**src/rtl/display_pkg.sv**
```systemverilog
// Shared display constants and the fetch-arbiter state type, also used by the 480p timing generator.
package display_pkg;

    typedef enum logic [0:0] {
        FS_ACTIVE = 1'b0,
        FS_BLANK  = 1'b1
    } fetch_state_e;

    // Horizontal blanking pixels per line at 640x480.
    localparam int HBLANK_PIX = 160;

endpackage

```
**src/rtl/rr_arbiter.sv**
```systemverilog
// Combinational round-robin picker: the first asserted request at or after ptr wins.
module rr_arbiter #(
    parameter int N  = 4,
    parameter int PW = (N > 1) ? $clog2(N) : 1
) (
    input  logic [N-1:0]  req,
    input  logic [PW-1:0] ptr,
    output logic [N-1:0]  gnt,
    output logic [PW-1:0] idx,
    output logic          found
);

    logic [PW-1:0] pos_s;
    logic          hit_s;

    // Walk the N positions in priority order starting at ptr.
    always_comb begin
        gnt   = {N{1'b0}};
        idx   = {PW{1'b0}};
        found = 1'b0;
        pos_s = {PW{1'b0}};
        hit_s = 1'b0;
        for (int k = 0; k < N; k++) begin
            pos_s      = PW'((int'(ptr) + k) % N);
            hit_s      = !found && req[pos_s];
            gnt[pos_s] = hit_s;
            idx        = hit_s ? pos_s : idx;
            found      = found | hit_s;
        end
    end

endmodule

```
**src/rtl/sprite_fetch_arbiter.sv**
```systemverilog
// Shares one sprite/glyph ROM port among N_REQ requesters, granting reads only during blanking,
// with a per-blank grant budget, fixed-latency tagged read return and sticky overrun reporting.
module sprite_fetch_arbiter
    import display_pkg::*;
#(
    parameter int N_REQ   = 4,
    parameter int ADDRW   = 10,
    parameter int DATAW   = 16,
    parameter int ROM_LAT = 2,
    parameter int MAX_GNT = HBLANK_PIX
) (
    input  logic                   clk_pix,
    input  logic                   rst_pix_n,
    input  logic                   de,
    input  logic                   frame,
    input  logic [N_REQ-1:0]       req,
    input  logic [N_REQ*ADDRW-1:0] addr,
    output logic [N_REQ-1:0]       gnt,
    output logic                   rom_en,
    output logic [ADDRW-1:0]       rom_addr,
    input  logic [DATAW-1:0]       rom_data,
    output logic [N_REQ-1:0]       rvalid,
    output logic [DATAW-1:0]       rdata,
    output logic                   busy,
    output logic                   overrun
);

    localparam int PW   = (N_REQ > 1) ? $clog2(N_REQ) : 1;
    localparam int CW   = $clog2(MAX_GNT + 1);
    localparam int LAST = ROM_LAT - 1;
    localparam logic [CW-1:0] CNT_MAX = CW'(MAX_GNT);
    localparam logic [CW-1:0] CNT_ONE = CW'(1'b1);
    localparam logic [PW-1:0] PTR_TOP = PW'(N_REQ - 1);

    fetch_state_e      state_r;
    logic [CW-1:0]     cnt_r;
    logic [CW-1:0]     cnt_eff_s;
    logic [PW-1:0]     ptr_r;
    logic [PW-1:0]     win_idx_s;
    logic [N_REQ-1:0]  arb_gnt_s;
    logic              arb_found_s;
    logic              gnt_en_s;
    logic              gnt_any_s;
    logic              de_rise_s;
    logic [ADDRW-1:0]  addr_a_s [N_REQ];

    logic              rom_en_r;
    logic [ADDRW-1:0]  rom_addr_r;
    logic              busy_r;
    logic              overrun_r;
    logic [ROM_LAT-1:0] tag_vld_r;
    logic [PW-1:0]     tag_idx_r [ROM_LAT];
    logic [N_REQ-1:0]  rvalid_r;
    logic [DATAW-1:0]  rdata_r;

    for (genvar g = 0; g < N_REQ; g++) begin : g_addr
        assign addr_a_s[g] = addr[g*ADDRW +: ADDRW];
    end

    rr_arbiter #(.N(N_REQ), .PW(PW)) u_rr (
        .req   (req),
        .ptr   (ptr_r),
        .gnt   (arb_gnt_s),
        .idx   (win_idx_s),
        .found (arb_found_s)
    );

    // Grant qualification; the first blank cycle sees a fresh budget before cnt_r is cleared.
    always_comb begin
        cnt_eff_s = (state_r == FS_BLANK) ? cnt_r : {CW{1'b0}};
        gnt_en_s  = rst_pix_n && !de && (cnt_eff_s < CNT_MAX);
        gnt_any_s = gnt_en_s && arb_found_s;
        gnt       = gnt_en_s ? arb_gnt_s : {N_REQ{1'b0}};
        de_rise_s = (state_r == FS_BLANK) && de;
    end

    // Blank/active FSM, grant budget, RR pointer, ROM request and overrun flag.
    always_ff @(posedge clk_pix) begin
        if (!rst_pix_n) begin
            state_r    <= FS_ACTIVE;
            cnt_r      <= {CW{1'b0}};
            ptr_r      <= {PW{1'b0}};
            rom_en_r   <= 1'b0;
            rom_addr_r <= {ADDRW{1'b0}};
            busy_r     <= 1'b0;
            overrun_r  <= 1'b0;
        end else begin
            case (state_r)
                FS_ACTIVE: begin
                    if (!de) begin
                        state_r <= FS_BLANK;
                        cnt_r   <= gnt_any_s ? CNT_ONE : {CW{1'b0}};
                    end else begin
                        state_r <= FS_ACTIVE;
                        cnt_r   <= cnt_r;
                    end
                end
                FS_BLANK: begin
                    if (de) begin
                        state_r <= FS_ACTIVE;
                        cnt_r   <= cnt_r;
                    end else begin
                        state_r <= FS_BLANK;
                        cnt_r   <= gnt_any_s ? cnt_r + CNT_ONE : cnt_r;
                    end
                end
                default: begin
                    state_r <= FS_ACTIVE;
                    cnt_r   <= {CW{1'b0}};
                end
            endcase

            // frame takes priority: a same-cycle grant was already arbitrated with the old pointer.
            if (frame) begin
                ptr_r <= {PW{1'b0}};
            end else if (gnt_any_s) begin
                ptr_r <= (win_idx_s == PTR_TOP) ? {PW{1'b0}} : win_idx_s + PW'(1'b1);
            end else begin
                ptr_r <= ptr_r;
            end

            rom_en_r <= gnt_any_s;
            if (gnt_any_s) begin
                rom_addr_r <= addr_a_s[win_idx_s];
            end else begin
                rom_addr_r <= rom_addr_r;
            end

            busy_r <= gnt_any_s | (|tag_vld_r);

            if (de_rise_s && (|req)) begin
                overrun_r <= 1'b1;
            end else if (frame) begin
                overrun_r <= 1'b0;
            end else begin
                overrun_r <= overrun_r;
            end
        end
    end

    // Tag pipeline: remembers which requester owns each in-flight read and returns its data.
    always_ff @(posedge clk_pix) begin
        if (!rst_pix_n) begin
            tag_vld_r <= {ROM_LAT{1'b0}};
            for (int s = 0; s < ROM_LAT; s++) begin
                tag_idx_r[s] <= {PW{1'b0}};
            end
            rvalid_r <= {N_REQ{1'b0}};
            rdata_r  <= {DATAW{1'b0}};
        end else begin
            tag_vld_r[0] <= gnt_any_s;
            tag_idx_r[0] <= win_idx_s;
            for (int s = 1; s < ROM_LAT; s++) begin
                tag_vld_r[s] <= tag_vld_r[s-1];
                tag_idx_r[s] <= tag_idx_r[s-1];
            end
            if (tag_vld_r[LAST]) begin
                rvalid_r <= {{(N_REQ-1){1'b0}}, 1'b1} << tag_idx_r[LAST];
                rdata_r  <= rom_data;
            end else begin
                rvalid_r <= {N_REQ{1'b0}};
                rdata_r  <= rdata_r;
            end
        end
    end

    assign rom_en   = rom_en_r;
    assign rom_addr = rom_addr_r;
    assign rvalid   = rvalid_r;
    assign rdata    = rdata_r;
    assign busy     = busy_r;
    assign overrun  = overrun_r;

endmodule

```
**config.mk**
```make
export PLATFORM = sky130hd
export DESIGN_NAME = sprite_fetch_arbiter
export DESIGN_NICKNAME = d
export VERILOG_FILES = /design/src/rtl/display_pkg.sv /design/src/rtl/rr_arbiter.sv /design/src/rtl/sprite_fetch_arbiter.sv
export SDC_FILE = /design/constraint.sdc
export NUM_CORES = 1
export LEC_CHECK = 0
export CAP_MARGIN = 15
export CORE_ASPECT_RATIO = 2
export CORE_MARGIN = 10
export CORE_UTILIZATION = 49
export CTS_CLUSTER_SIZE = 8
export DETAILED_ROUTE_END_ITERATION = 12
export PLACE_DENSITY = 0.93
export SETUP_SLACK_MARGIN = 0.1
export SLEW_MARGIN = 25
export SYNTH_ARGS = -nofsm -noshare
export SYNTH_HDL_FRONTEND = slang
export SYNTH_SLANG_ARGS = --single-unit
```
**constraint.sdc**
```tcl
create_clock -name clk_pix -period 9.1 [get_ports clk_pix]
set_clock_uncertainty 0.2 [all_clocks]
set_input_delay 0.91 -clock clk_pix [delete_from_list [all_inputs] [get_ports clk_pix]]
set_output_delay 0.91 -clock clk_pix [all_outputs]
set_load 0.01 [all_outputs]
```
[Word level (Yosys, flattened, before mapping)]
Memories as Yosys holds them, arrays and structs flattened.
Index checks and enable logic that the tools add are counted.
W data, S select, Z words.
Word-level totals
  output and inout bits: 37
  memories: 1
  bits in writable memories: 4
  register bits: 46
Operators by class
  bitwise logic cells: 10
  reductions and logical operators: 22
  shift operators: 1
  magnitude comparators: 10
  multiplexer cells: 41
  equality and inequality tests: 4
  $add $sub $neg: 5
Memory list
  tag_idx_r: words 2, bits a word 2, read ports 2, clocked after memory_dff 0, wr ports 2, RTL line sprite_fetch_arbiter.sv:52  | logic [PW-1:0] tag_idx_r [ROM_LAT];
Operator list (number)
  $mux W8: 4
  $bmux W10 S2: 1
  $mux W10: 2
  $pmux W8 S2: 1
  $mux W1: 14
  $mux W2: 7
  $bwmux W4: 3
  $logic_and A1 B1 Y1: 12
  $lt A2 B3 Y1 const B: 4
  $add A8 B1 Y8 const B: 1
  $bmux W1 S2: 4
  $demux W1 S2: 4
  $ge A2 B1 Y1 const B: 4
  $lt A8 B8 Y1 const B: 1
  $or A1 B1 Y1: 6
  $add A2 B1 Y2 const B: 2
  $add A2 B2 Y2 const B: 2
  $and A4 B4 Y4: 1
  $logic_not A1 Y1: 4
  $mux W4: 1
  $ne A2 B2 Y1 const B: 2
  $reduce_or A2 Y1: 2
  $reduce_or A4 Y1: 1
  $shl A1 B2 Y4 const A: 1
  8 further kinds: 9

[Depth between registers and ports, before layout]
Gate-level depths: netlist of run 1.
  word-level depth: 15
  gate-level depth with buffers: 12
  depth with buffers taken out: 8

[Modules after synthesis]
From an unflattened synthesis of run 1, not the netlist that was laid out.
Unflattened totals
  cells, all modules: 264
  area total of the unflattened synthesis: 2631.3 sq um
By module, submodules not included
  sprite_fetch_arbiter: area an instance 2139.6 sq um, cells each 205, times used 1, seq. area each 980.9 sq um
  rr_arbiter: area an instance 491.7 sq um, cells each 59, times used 1, seq. area each 0.0 sq um

[Worst setup path before layout of run 1]
No wires, ideal clock.
  path kind: input to output
  from: input port req[3]
  to: output port gnt[0]
  data required time: 7.990 ns
  stages on the path: 7
  data arrival time: 2.594 ns
  setup slack: 5.396 ns
  buffers on the path: 1
  cell sequence: buf_2 > mux4_2 > nand2b_4 > mux2_2 > nor2_1 > a311oi_1 > a211oi_1
Between the ends
  cells in the longest elaborated chain, start to end: 12
  elaborated cells on any way between the ends: 21
  classes of those cells: mux: 12; bitwise: 3; reduce/logical: 6
RTL lines
  start, declared: RTL line sprite_fetch_arbiter.sv:16  | input logic [N_REQ-1:0] req,
  $bmux W1 S2: RTL line rr_arbiter.sv:25  | hit_s = !found && req[pos_s];
  $mux W1 (implied by the code): RTL line rr_arbiter.sv:25
  $logic_not A1 Y1: RTL line rr_arbiter.sv:25
  $logic_and A1 B1 Y1: RTL line rr_arbiter.sv:25
  $or A1 B1 Y1: RTL line rr_arbiter.sv:28  | found = found | hit_s;
  $logic_not A1 Y1: RTL line rr_arbiter.sv:25
  $logic_and A1 B1 Y1: RTL line rr_arbiter.sv:25
  $or A1 B1 Y1: RTL line rr_arbiter.sv:28
  $logic_not A1 Y1: RTL line rr_arbiter.sv:25
  $logic_and A1 B1 Y1: RTL line rr_arbiter.sv:25
  $bwmux W4 (*): RTL line rr_arbiter.sv:26  | gnt[pos_s] = hit_s;
  $mux W4 (*): RTL line sprite_fetch_arbiter.sv:73  | gnt = gnt_en_s ? arb_gnt_s : {N_REQ{1'b0}};
  end, declared: RTL line sprite_fetch_arbiter.sv:18  | output logic [N_REQ-1:0] gnt,
Mark *: on every way between the ends. The rest lies on a longest branch, timed or not. The select of a mux whose other input is x is not followed.

[Final worst setup path of run 1]
  from: register ptr_r[0]
  to: output port gnt[0]
Between the ends
  cells in the longest elaborated chain, start to end: 12
  elaborated cells on any way between the ends: 44
  classes of those cells: add/sub: 3; order compare: 8; mux: 20; bitwise: 3; reduce/logical: 10
RTL lines
  start, declared: RTL line sprite_fetch_arbiter.sv:38  | logic [PW-1:0] ptr_r;
  start signal, assigned: RTL line sprite_fetch_arbiter.sv:82  | ptr_r <= {PW{1'b0}};
  start signal, assigned: RTL line sprite_fetch_arbiter.sv:115  | ptr_r <= {PW{1'b0}};
  start signal, assigned: RTL line sprite_fetch_arbiter.sv:117  | ptr_r <= (win_idx_s == PTR_TOP) ? {PW{1'b0}} : win_idx_s + PW'(1'b1);
  parallel branches: the longest is 10 deep, another holds $lt A2 B3 Y1
  $bwmux W4 (*): RTL line rr_arbiter.sv:26
  $mux W4 (*): RTL line sprite_fetch_arbiter.sv:73
Every way passes the cells marked *. The select of a mux whose other input is x is not followed.

==> out/metrics.csv, run 1 <==
stage;metric;value;unit
worst_setup_path;critPathLaunch;ptr_r[0];
power_and_ir_drop;clkPwrFrac;0.371;
floorplan;dieArea;9332;um2
run_status;status;finished clean;
sta;setup_viol_count_final;0;
worst_hold_path;hold_class;reg -> reg;
sta;fin_crit;5.112;ns
power_and_ir_drop;switchingPower;0.0001383;W
clock_network;cts_max_level;2;
place;dp.cells;449;
worst_setup_path;reg2reg_depth;8;
floorplan;start_util;0.4954;
floorplan;die_y;127.0;um
floorplan;io_pins;101;
layout;final_cell_mix;99 x clkdlybuf4s50_1, 49 x dfxtp_1, 26 x nor2_1, 21 x nor3_1, 19 x a31oi_1;
clock_network;cts_sinks;49;
clock_network;cts_root_buf;clkbuf_16;
clock_network;cts_hold_buf;0;
worst_setup_path;critPathKind;reg -> out;
sta;fmax;195.6;MHz
logic_synthesis;synth.avg_cell_area;9.016;um2
routing;remaining_drc_errors;0;
worst_setup_path;cp.required;7.99;ns
logic_synthesis;syn-cell-area;2804;um2
routing;avgViaCountPerCell;5.996;
power_and_ir_drop;ir_drop;0.1667;mV
global_route;grt_pass1_vias;2706;
sta;rsz0062_at_grt;false;
power_and_ir_drop;leakage;1.378;nW
global_route;grt_use_total;0.1665;
routing;drt-pass1-iter-count;5;
clock_network;cts-resized-gates;0;
logic_synthesis;synth_ff_type;dfxtp_1;
routing;drt_iter0_markers;141;
sta;slew_headroom;0.3394;
global_route;grt_pass1_wl;12810;um
worst_setup_path;arrival;4.00;ns
routing;routedWlPerCell;17.72;um
sta;fin_setup_tns;0;ns
clock_network;cts_buffer_depth;2;
worst_setup_path;cp-end-kind;output pin;
clock_network;post_cts_buffers;0;
clock_network;cts_tree;built;
worst_setup_path;crit_fanout;22;
sta;hold_viol;0;
clock_network;clk_latency;0.28;ns
floorplan;die_w;73.49;um
routing;vias;2740;
power_and_ir_drop;power_density;143.8;nW/um2
layout;drive_above_1_share;0.08586;
layout;final_cells;457;
global_route;grt_start_max_net_pins;41;
floorplan;core;5660;um2
worst_setup_path;r2r_start;ptr_r[0];
layout;nNetsFinal;464;
power_and_ir_drop;p_comb_frac;0.223;
layout;antenna_cells;0;
sta;slew_violations;0;
logic_synthesis;syn_inst;311;
power_and_ir_drop;power_frac_seq;0.407;
logic_synthesis;synthArstFlopShare;0;
place;port_buffers;100;
worst_setup_path;reg2reg_to;rom_addr[5];
worst_setup_path;critPathLaunchType;flip-flop;
clock_network;numCtsBuffers;5;
sta;finalCritPeriodShare;0.5617;
logic_synthesis;synth_fp_nets;380;
routing;drt-total-wl;8100;um
sta;worst_slack;3.988;ns
power_and_ir_drop;p_sw_frac;0.2440;
place;gp_congestion;0.8678;
global_route;antenna_found_initial;0;
worst_setup_path;ff2ff_setup_slack;4.73;ns
layout;areaGrowthSynthToFinish;40.52;%
logic_synthesis;synth-seq-cells;49;
run;cap_violations;0;
floorplan;num_rows;39;
global_route;grt-ovfl-total;0;
logic_synthesis;yosysWarnings;0;
layout;layout_commonest_cell;clkdlybuf4s50_1;
worst_setup_path;worstSetupEndpoint;gnt[0];
clock_network;clk_pin_slew;0.06;ns
logic_synthesis;synth_edf_count;0;
place;pre_cts_ws;4.343;ns
logic_synthesis;yosysUniqueCellTypes;56;
place;dp_hpwl;6422;um
routing;ant_nets;0;
logic_synthesis;ys_seq_area_frac;0.3498;
power_and_ir_drop;p_int;0.0004284;W
sta;tightestPinTransition;0.9895;ns
flip-flops by register name (all words and copies together), names as in the netlist:
name and cells:
ptr_r 2, tag_idx_r 4, overrun 1, rvalid 4, tag_vld_r 2, busy 1, rdata 16, state_r 1
rom_addr 10, cnt_r 8
Yosys cell counts (all sizes together), types with 2 or more instances:
cell type | count | area [um2]
a41oi | 3 | 26.28
nand2 | 13 | 48.80
and2 | 9 | 56.30
nand2b | 2 | 20.02
a31oi | 19 | 118.9
nand4 | 4 | 25.02
or3 | 2 | 12.51
inv | 5 | 18.77
clkbuf | 12 | 46.29
a21oi | 2 | 10.01
nor3 | 21 | 105.1
xnor2 | 2 | 17.52
nor2 | 27 | 117.6
mux2 | 14 | 157.7
o21ai | 16 | 83.83
and4 | 10 | 87.58
mux4 | 3 | 67.56
a211oi | 4 | 30.03
dfxtp | 49 | 980.9
nor4 | 2 | 12.51
a311oi | 4 | 35.03
nor2b | 18 | 120.1
ha | 5 | 62.56
nor3b | 2 | 15.01
xor2 | 5 | 43.79
buf | 12 | 77.57
o22ai | 2 | 12.51
mux2i | 17 | 170.2
nand3 | 4 | 25.02
o221ai | 9 | 78.83
routing by layer:
metal	up-vias	routed length [um]	track usage
met1	1318	2883	0.1587
met3	19	352	0.02481
met5	-	0	0
met4	0	308	0.08600
met2	75	4556	0.3180
li1	1328	-	-
worst min path at each step:
| stage | start | to | slack [ns] | cells after the start |
|---|---|---|---|---|
| 3_5_place_dp | tag_idx_r[0][1] | tag_idx_r[0][3] | 0.22 | 1 |
| 5_1_grt | tag_idx_r[0][0] | tag_idx_r[0][2] | 0.26 | 1 |
| 2_1_floorplan | tag_idx_r[0][0] | tag_idx_r[0][2] | 0.21 | 1 |
| 3_3_place_gp | tag_idx_r[0][1] | tag_idx_r[0][3] | 0.21 | 1 |
| 6_report | tag_idx_r[0][0] | tag_idx_r[0][2] | 0.23 | 1 |
| 4_1_cts | tag_idx_r[0][0] | tag_idx_r[0][2] | 0.24 | 1 |
critical path, stage by stage, from the launching register on:
cell	delay, ns
dfxtp_1	0.87
inv_2	0.35
ha_1	0.60
mux4_2	0.64
nor2b_4	0.29
a311oi_1	0.14
a211oi_1	0.23
clkdlybuf4s50_1	0.58
stage by stage:
step / hold WS, ns / util / power [W] / cell area [um2]
6_report: 0.2345 / 0.6961 / 0.0005667 / 3940
5_1_grt: 0.2601 / 0.6961 / 0.0005884 / 3940
4_1_cts: 0.2398 / 0.6970 / 0.0005705 / 3945
3_5_place_dp: 0.2211 / 0.6664 / 0.0003610 / 3772
3_3_place_gp: 0.2138 / 0.6664 / 0.0003572 / 3772
2_1_floorplan: 0.2119 / - / 0.0003053 / 2804
power by group through the flow:
stage               sequential [W]  clock [W]  combinational (W)
detailed placement        0.000235          0           0.000126
global placement          0.000234          0           0.000123
CTS                       0.000230   0.000214           0.000126
floorplan                 0.000235          0          0.0000698
global route              0.000232   0.000220           0.000137
finish                    0.000230   0.000210           0.000126
cell families after synthesis:
logic type | share of synthesized area
buf+inv | 0.05087
compound gates | 0.1736
xor+xnor | 0.02187
flops | 0.3498
simple gates | 0.2405
fa+ha+maj | 0.02231
mux | 0.1410
area by class of cell:
cell class                 count  area, um2
timing repair buffer         101       1003
multi-input combinational    233       1688
inverter                       5      18.77
sequential                    49      980.9
clock inverter                 1      30.03
tap                           61      76.32
clock buffer                   7      142.6
fill                         462       1720
Power figures use the tool's default switching activity.
==> run 2: changes to the inputs <==
--- a/config.mk
+++ b/config.mk
@@ -8,10 +8,10 @@
 export CAP_MARGIN = 15
 export CORE_ASPECT_RATIO = 2
 export CORE_MARGIN = 10
-export CORE_UTILIZATION = 49
+export CORE_UTILIZATION = 45
 export CTS_CLUSTER_SIZE = 8
 export DETAILED_ROUTE_END_ITERATION = 12
-export PLACE_DENSITY = 0.93
+export PLACE_DENSITY = 0.86
 export SETUP_SLACK_MARGIN = 0.1
 export SLEW_MARGIN = 25
 export SYNTH_ARGS = -nofsm -noshare
==> constraint.sdc (replaced) <==
create_clock -name clk_pix -period 4.94 [get_ports clk_pix]
set_clock_uncertainty 0.2 [all_clocks]
set_input_delay 0.494 -clock clk_pix [delete_from_list [all_inputs] [get_ports clk_pix]]
set_output_delay 0.494 -clock clk_pix [all_outputs]
set_load 0.01 [all_outputs]
==> run 2 against run 1 <==
Effect of this change: routed wire length rose by 3.3%; clock-buffer cell count did not move; setup slack got worse by 3.2 ns; global-route usage barely moved; highest routed layer unchanged.
==> out/metrics.csv, run 2 (same netlist as run 1, synthesis figures left out) <==
stage;metric;value;unit;change
place;gp_congestion;0.8661;;-0.20%
routing;vias;2761;;+0.77%
worst_hold_path;hold_class;reg -> reg;;
worst_setup_path;ff2ff_setup_slack;1.24;ns;-3.49 ns
floorplan;num_rows;40;;+2.6%
sta;fmax;238.4;MHz;
worst_setup_path;reg2reg_to;rom_addr[4];;
power_and_ir_drop;power.total;0.001014;W;+79%
worst_setup_path;critPathLaunchType;flip-flop;;
layout;nNetsFinal;466;;+0.43%
place;pre_cts_ws;1.078;ns;-3.264 ns
global_route;grt-ovfl-total;0;;unchanged
clock_network;cts_root_buf;clkbuf_16;;
routing;routedWlPerCell;17.35;um;-2.1%
routing;drt-pass1-iter-count;4;;-1
clock_network;cts_buffer_depth;2;;unchanged
clock_network;cts_max_level;2;;unchanged
worst_setup_path;arrival;3.50;ns;-0.50 ns
layout;largest_register_ffs;16;;unchanged
worst_setup_path;r2r_start;ptr_r[0];;
worst_hold_path;hold_end;tag_idx_r[0][3];;
floorplan;dieArea;9980;um2;+6.9%
sta;tightestPinTransition;0.9699;ns;-0.01956 ns
sta;finalCritPeriodShare;0.8491;;
layout;antenna_cells;0;;unchanged
worst_setup_path;critPathLaunch;ptr_r[0];;
clock_network;numCtsBuffers;5;;unchanged
routing;drt-total-wl;8364;um;+3.3%
place;dp_hpwl;6539;um;+1.8%
sta;fin_setup_tns;0;ns;unchanged
floorplan;io_pins;101;;unchanged
floorplan;die_w;75.82;um;+3.2%
run_status;status;finished clean;;
clock_network;cts_sinks;49;;unchanged
sta;hold_viol;0;;unchanged
clock_network;cts_tree;built;;
layout;drive_above_1_share;0.09296;;+0.007106
floorplan;core;6056;um2;+7.0%
routing;remaining_drc_errors;0;;unchanged
worst_setup_path;crit_fanout;22;;unchanged
sta;rsz0062_at_grt;false;;
worst_setup_path;critPathKind;reg -> out;;
layout;final_cell_mix;100 x clkdlybuf4s50_1, 49 x dfxtp_1, 26 x nor2_1, 21 x nor3_1, 19 x a31oi_1;;
sta;fin_crit;4.195;ns;
global_route;grt_pass1_wl;13210;um;+3.1%
sta;worst_slack;0.7455;ns;-3.243 ns
global_route;grt_use_total;0.1662;;-0.0002844
worst_setup_path;cp.required;4.25;ns;-3.74 ns
clock_network;post_cts_buffers;0;;unchanged
floorplan;start_util;0.4630;;-0.03234
clock_network;clk_pin_slew;0.06;ns;about the same
floorplan;die_y;131.6;um;+3.7%
layout;layout_commonest_cell;clkdlybuf4s50_1;;
sta;slew_violations;0;;unchanged
run;cap_violations;0;;unchanged
routing;drt_iter0_markers;124;;-12%
power_and_ir_drop;leakage;1.383;nW;+0.41%
routing;avgViaCountPerCell;5.728;;-4.5%
layout;areaGrowthSynthToFinish;41.77;%;
place;port_buffers;100;;unchanged
global_route;grt_start_max_net_pins;41;;unchanged
clock_network;clk_latency;0.29;ns;about the same
global_route;grt_pass1_vias;2748;;+1.6%
clock_network;cts-resized-gates;0;;unchanged
clock_network;cts_hold_buf;0;;unchanged
power_and_ir_drop;power_density;255.2;nW/um2;+77%
global_route;antenna_found_initial;0;;unchanged
worst_hold_path;whs_path_depth;1;;unchanged
worst_setup_path;reg2reg_depth;9;;+1
sta;setup_viol_count_final;0;;unchanged
worst_hold_path;hold_start;tag_idx_r[0][1];;
routing;ant_nets;0;;unchanged
worst_setup_path;cp-end-kind;output pin;;
sta;slew_headroom;0.3525;;+0.01306
power_and_ir_drop;ir_drop;0.1405;mV;-16%
-- run 2: worst max-delay path: stages (launching register included) --
cell and delay [ns]:
dfxtp_1 0.31, buf_4 0.26, inv_2 0.22, ha_1 0.54, mux4_2 0.64, nor2b_4 0.28, a311oi_1 0.14, a211oi_1 0.22
clkdlybuf4s50_1 0.58
-- run 2: worst max path at each step --
stage	endpoint	slack, ns	depth (start not counted)
2_1_floorplan	gnt[0]	1.68	9
3_3_place_gp	gnt[1]	1.12	8
3_5_place_dp	gnt[3]	1.08	8
4_1_cts	gnt[3]	0.76	8
5_1_grt	gnt[1]	0.51	8
6_report	gnt[1]	0.75	8
-- run 2: final cells by class --
type                            count  area (um2)
Clock buffer                        7       152.6
Clock inverter                      1       5.005
Fill cell                         520        2081
Inverter                            5       18.77
Multi-Input combinational cell    233        1689
Sequential cell                    49       980.9
Tap cell                           84       105.1
Timing Repair Buffer              103        1023
-- run 2: metal layers --
metal / vias to the layer above / global-route usage / routed length, um
li1: 1333 / - / -
met1: 1317 / 0.1558 / 2887
met2: 90 / 0.3040 / 4600
met3: 21 / 0.03771 / 564
met4: 0 / 0.09459 / 311
met5: - / 0 / 0
-- run 2: power by group --
part / leakage, nW / total [W] / switching [W] / internal, W
sequential: 0.400 / 0.000423 / 0.0000112 / 0.000411
combinational: 0.904 / 0.000236 / 0.000110 / 0.000127
clock: 0.0799 / 0.000355 / 0.000141 / 0.000214
-- run 2: metrics by stage --
stage	hold WS, ns	cell area [um2]	utilization	instances
after global placement	0.2175	3816	0.6302	474
after floorplan	0.2119	2804	-	311
after CTS	0.2357	3974	0.6562	482
after global routing	0.2521	3975	0.6564	482
after detailed placement	0.2209	3816	0.6302	474
final	0.2332	3975	0.6564	482
==> run 3: changes to the inputs <==
--- a/config.mk
+++ b/config.mk
@@ -8,10 +8,10 @@
 export CAP_MARGIN = 15
 export CORE_ASPECT_RATIO = 2
 export CORE_MARGIN = 10
-export CORE_UTILIZATION = 45
+export CORE_UTILIZATION = 41
 export CTS_CLUSTER_SIZE = 8
 export DETAILED_ROUTE_END_ITERATION = 12
-export PLACE_DENSITY = 0.86
+export PLACE_DENSITY = 0.83
 export SETUP_SLACK_MARGIN = 0.1
 export SLEW_MARGIN = 25
 export SYNTH_ARGS = -nofsm -noshare
==> constraint.sdc (replaced) <==
create_clock -name clk_pix -period 3.7 [get_ports clk_pix]
set_clock_uncertainty 0.2 [all_clocks]
set_input_delay 0.37 -clock clk_pix [delete_from_list [all_inputs] [get_ports clk_pix]]
set_output_delay 0.37 -clock clk_pix [all_outputs]
set_load 0.01 [all_outputs]
==> run 3 against run 2 <==
Effect of this change: routed wire length is 2.2% higher; non-clock buffer count is 10 higher; combinational power is 39% higher; hold slack worse by 0.0023 ns; first-iteration DRC count is 17% lower; die area is 7.7% higher; setup slack worse by 0.51 ns; sequential power is 33% higher; clock power is 23% higher; critical endpoint is now gnt[0]; critical path type unchanged; largest cell class unchanged; utilization is 4.5 points lower; final cell count is 2.9% higher.
==> out/metrics.csv, run 3 (same netlist as run 1, synthesis figures left out) <==
stage;metric;value;unit;change
run_status;status;finished clean;;
routing;routedWlPerCell;17.23;um;-0.68%
worst_setup_path;critPathKind;reg -> out;;
run;cap_violations;0;;unchanged
floorplan;start_util;0.4235;;-0.03955
layout;nNetsFinal;476;;+2.1%
sta;fmax;288.8;MHz;
floorplan;die_w;78.48;um;+3.5%
clock_network;cts_root_buf;clkbuf_16;;
clock_network;cts_buffer_depth;2;;unchanged
sta;worst_slack;0.2372;ns;-0.5083 ns
sta;tightestPinTransition;1.005;ns;+0.03470 ns
clock_network;clk_pin_slew;0.06;ns;about the same
power_and_ir_drop;ir_drop;0.1738;mV;+24%
global_route;grt_pass1_wl;13540;um;+2.6%
worst_setup_path;arrival;2.89;ns;-0.61 ns
sta;rsz0062_at_grt;false;;
clock_network;cts_tree;built;;
clock_network;numCtsBuffers;5;;unchanged
routing;drt_iter0_markers;103;;-17%
worst_setup_path;cp.required;3.13;ns;-1.12 ns
power_and_ir_drop;power_density;327.8;nW/um2;+28%
sta;finalCritPeriodShare;0.9359;;
sta;slew_violations;0;;unchanged
sta;setup_viol_count_final;0;;unchanged
clock_network;cts_max_level;2;;unchanged
sta;slew_headroom;0.3293;;-0.02317
floorplan;dieArea;10750;um2;+7.7%
layout;layout_commonest_cell;clkdlybuf4s50_1;;
place;dp_hpwl;6648;um;+1.7%
worst_setup_path;cp-end-kind;output pin;;
global_route;grt_start_max_net_pins;40;;-2.4%
place;postPlaceCellArea;3881;um2;+1.7%
routing;vias;2797;;+1.3%
layout;antenna_cells;0;;unchanged
routing;drt-pass1-iter-count;4;;unchanged
power_and_ir_drop;leakage;1.433;nW;+3.6%
layout;areaGrowthSynthToFinish;44.40;%;
worst_setup_path;crit_fanout;6;;-73%
worst_setup_path;critPathLaunchType;flip-flop;;
layout;final_cell_mix;99 x clkdlybuf4s50_1, 49 x dfxtp_1, 26 x nor2_1, 21 x nor3_1, 19 x a31oi_1;;
place;pre_cts_ws;0.2177;ns;-0.8605 ns
global_route;grt_pass1_vias;2821;;+2.7%
floorplan;die_y;137.0;um;+4.0%
clock_network;clk_latency;0.29;ns;about the same
routing;avgViaCountPerCell;5.639;;-1.6%
global_route;antenna_found_initial;0;;unchanged
floorplan;core;6621;um2;+9.3%
clock_network;cts_hold_buf;0;;unchanged
floorplan;num_rows;42;;+5.0%
routing;remaining_drc_errors;0;;unchanged
place;port_buffers;100;;unchanged
sta;fin_crit;3.463;ns;
layout;drive_above_1_share;0.1152;;+0.02223
routing;drt-total-wl;8548;um;+2.2%
floorplan;io_pins;101;;unchanged
global_route;grt-ovfl-total;0;;unchanged
layout;largest_register_ffs;16;;unchanged
layout;final_area;4049;um2;+1.9%
sta;hold_viol;0;;unchanged
clock_network;cts_sinks;49;;unchanged
worst_hold_path;hold_class;reg -> reg;;
global_route;grt_use_total;0.1521;;-0.01411
worst_setup_path;ff2ff_setup_slack;0.64;ns;-0.60 ns
routing;ant_nets;0;;unchanged
place;gp_congestion;0.8384;;-3.2%
sta;fin_setup_tns;0;ns;unchanged
run 3: cell types whose count changed in the layout (fill, tap and decap cells not counted), sizes merged:
cell,previous run,this run
clkinv,1,2
dlymetal6s2s,0,1
clkbuf,7,6
clkdlybuf4s50,100,99
buf,3,13
run 3: layer usage:
| layer | GRT usage | wire, um | vias to the layer above |
|---|---|---|---|
| met2 | 0.2822 | 4657 | 89 |
| met4 | 0.06814 | 197 | 0 |
| met1 | 0.1593 | 3312 | 1343 |
| met5 | 0 | 0 | - |
| li1 | - | - | 1350 |
| met3 | 0.02891 | 380 | 15 |
run 3: worst max-delay path, cell delays in order, from the launching register on:
cell             delay (ns)
dfxtp_1                0.33
inv_1                  0.07
ha_2                   0.37
mux4_2                 0.60
nor2b_4                0.28
a311oi_1               0.13
a211oi_1               0.25
clkdlybuf4s50_1        0.58
run 3: cell type report:
| class | count | area, um2 |
|---|---|---|
| Sequential cell | 49 | 980.9 |
| Clock buffer | 6 | 128.9 |
| Clock inverter | 2 | 10.01 |
| Fill cell | 596 | 2572 |
| Multi-Input combinational cell | 233 | 1695 |
| Tap cell | 88 | 110.1 |
| Inverter | 5 | 18.77 |
| Timing Repair Buffer | 113 | 1105 |
run 3: where the power goes:
group	leakage [nW]	switching, W	internal, W
registers	0.400	0.0000152	0.000549
clock network	0.0706	0.000187	0.000248
logic	0.963	0.000149	0.000178
total	1.43	0.000351	0.000976
run 3: final timing paths:
check	from	endpoint	cells past startpoint
max	ptr_r[1]	gnt[0]	7
min	tag_idx_r[0][1]	tag_idx_r[0][3]	1
max reg2reg	ptr_r[1]	ptr_r[1]	10
min reg2reg	tag_idx_r[0][1]	tag_idx_r[0][3]	1
run 3: repair_timing:
item | 4_1_cts | 5_1_grt
resized for setup | 0 | 3
buffers inserted | 0 | 1
endpoints found under the setup margin | 0 | 3
run 3: metrics by stage:
stage | total power (W) | utilization | hold WS, ns | cells
3_5_place_dp | 0.0008986 | 0.5862 | 0.2220 | 486
5_1_grt | 0.001391 | 0.6115 | 0.2595 | 496
6_report | 0.001327 | 0.6115 | 0.2310 | 496
2_1_floorplan | 0.0007508 | - | 0.2119 | 311
4_1_cts | 0.001333 | 0.6071 | 0.2369 | 494
3_3_place_gp | 0.0008908 | 0.5862 | 0.2163 | 486
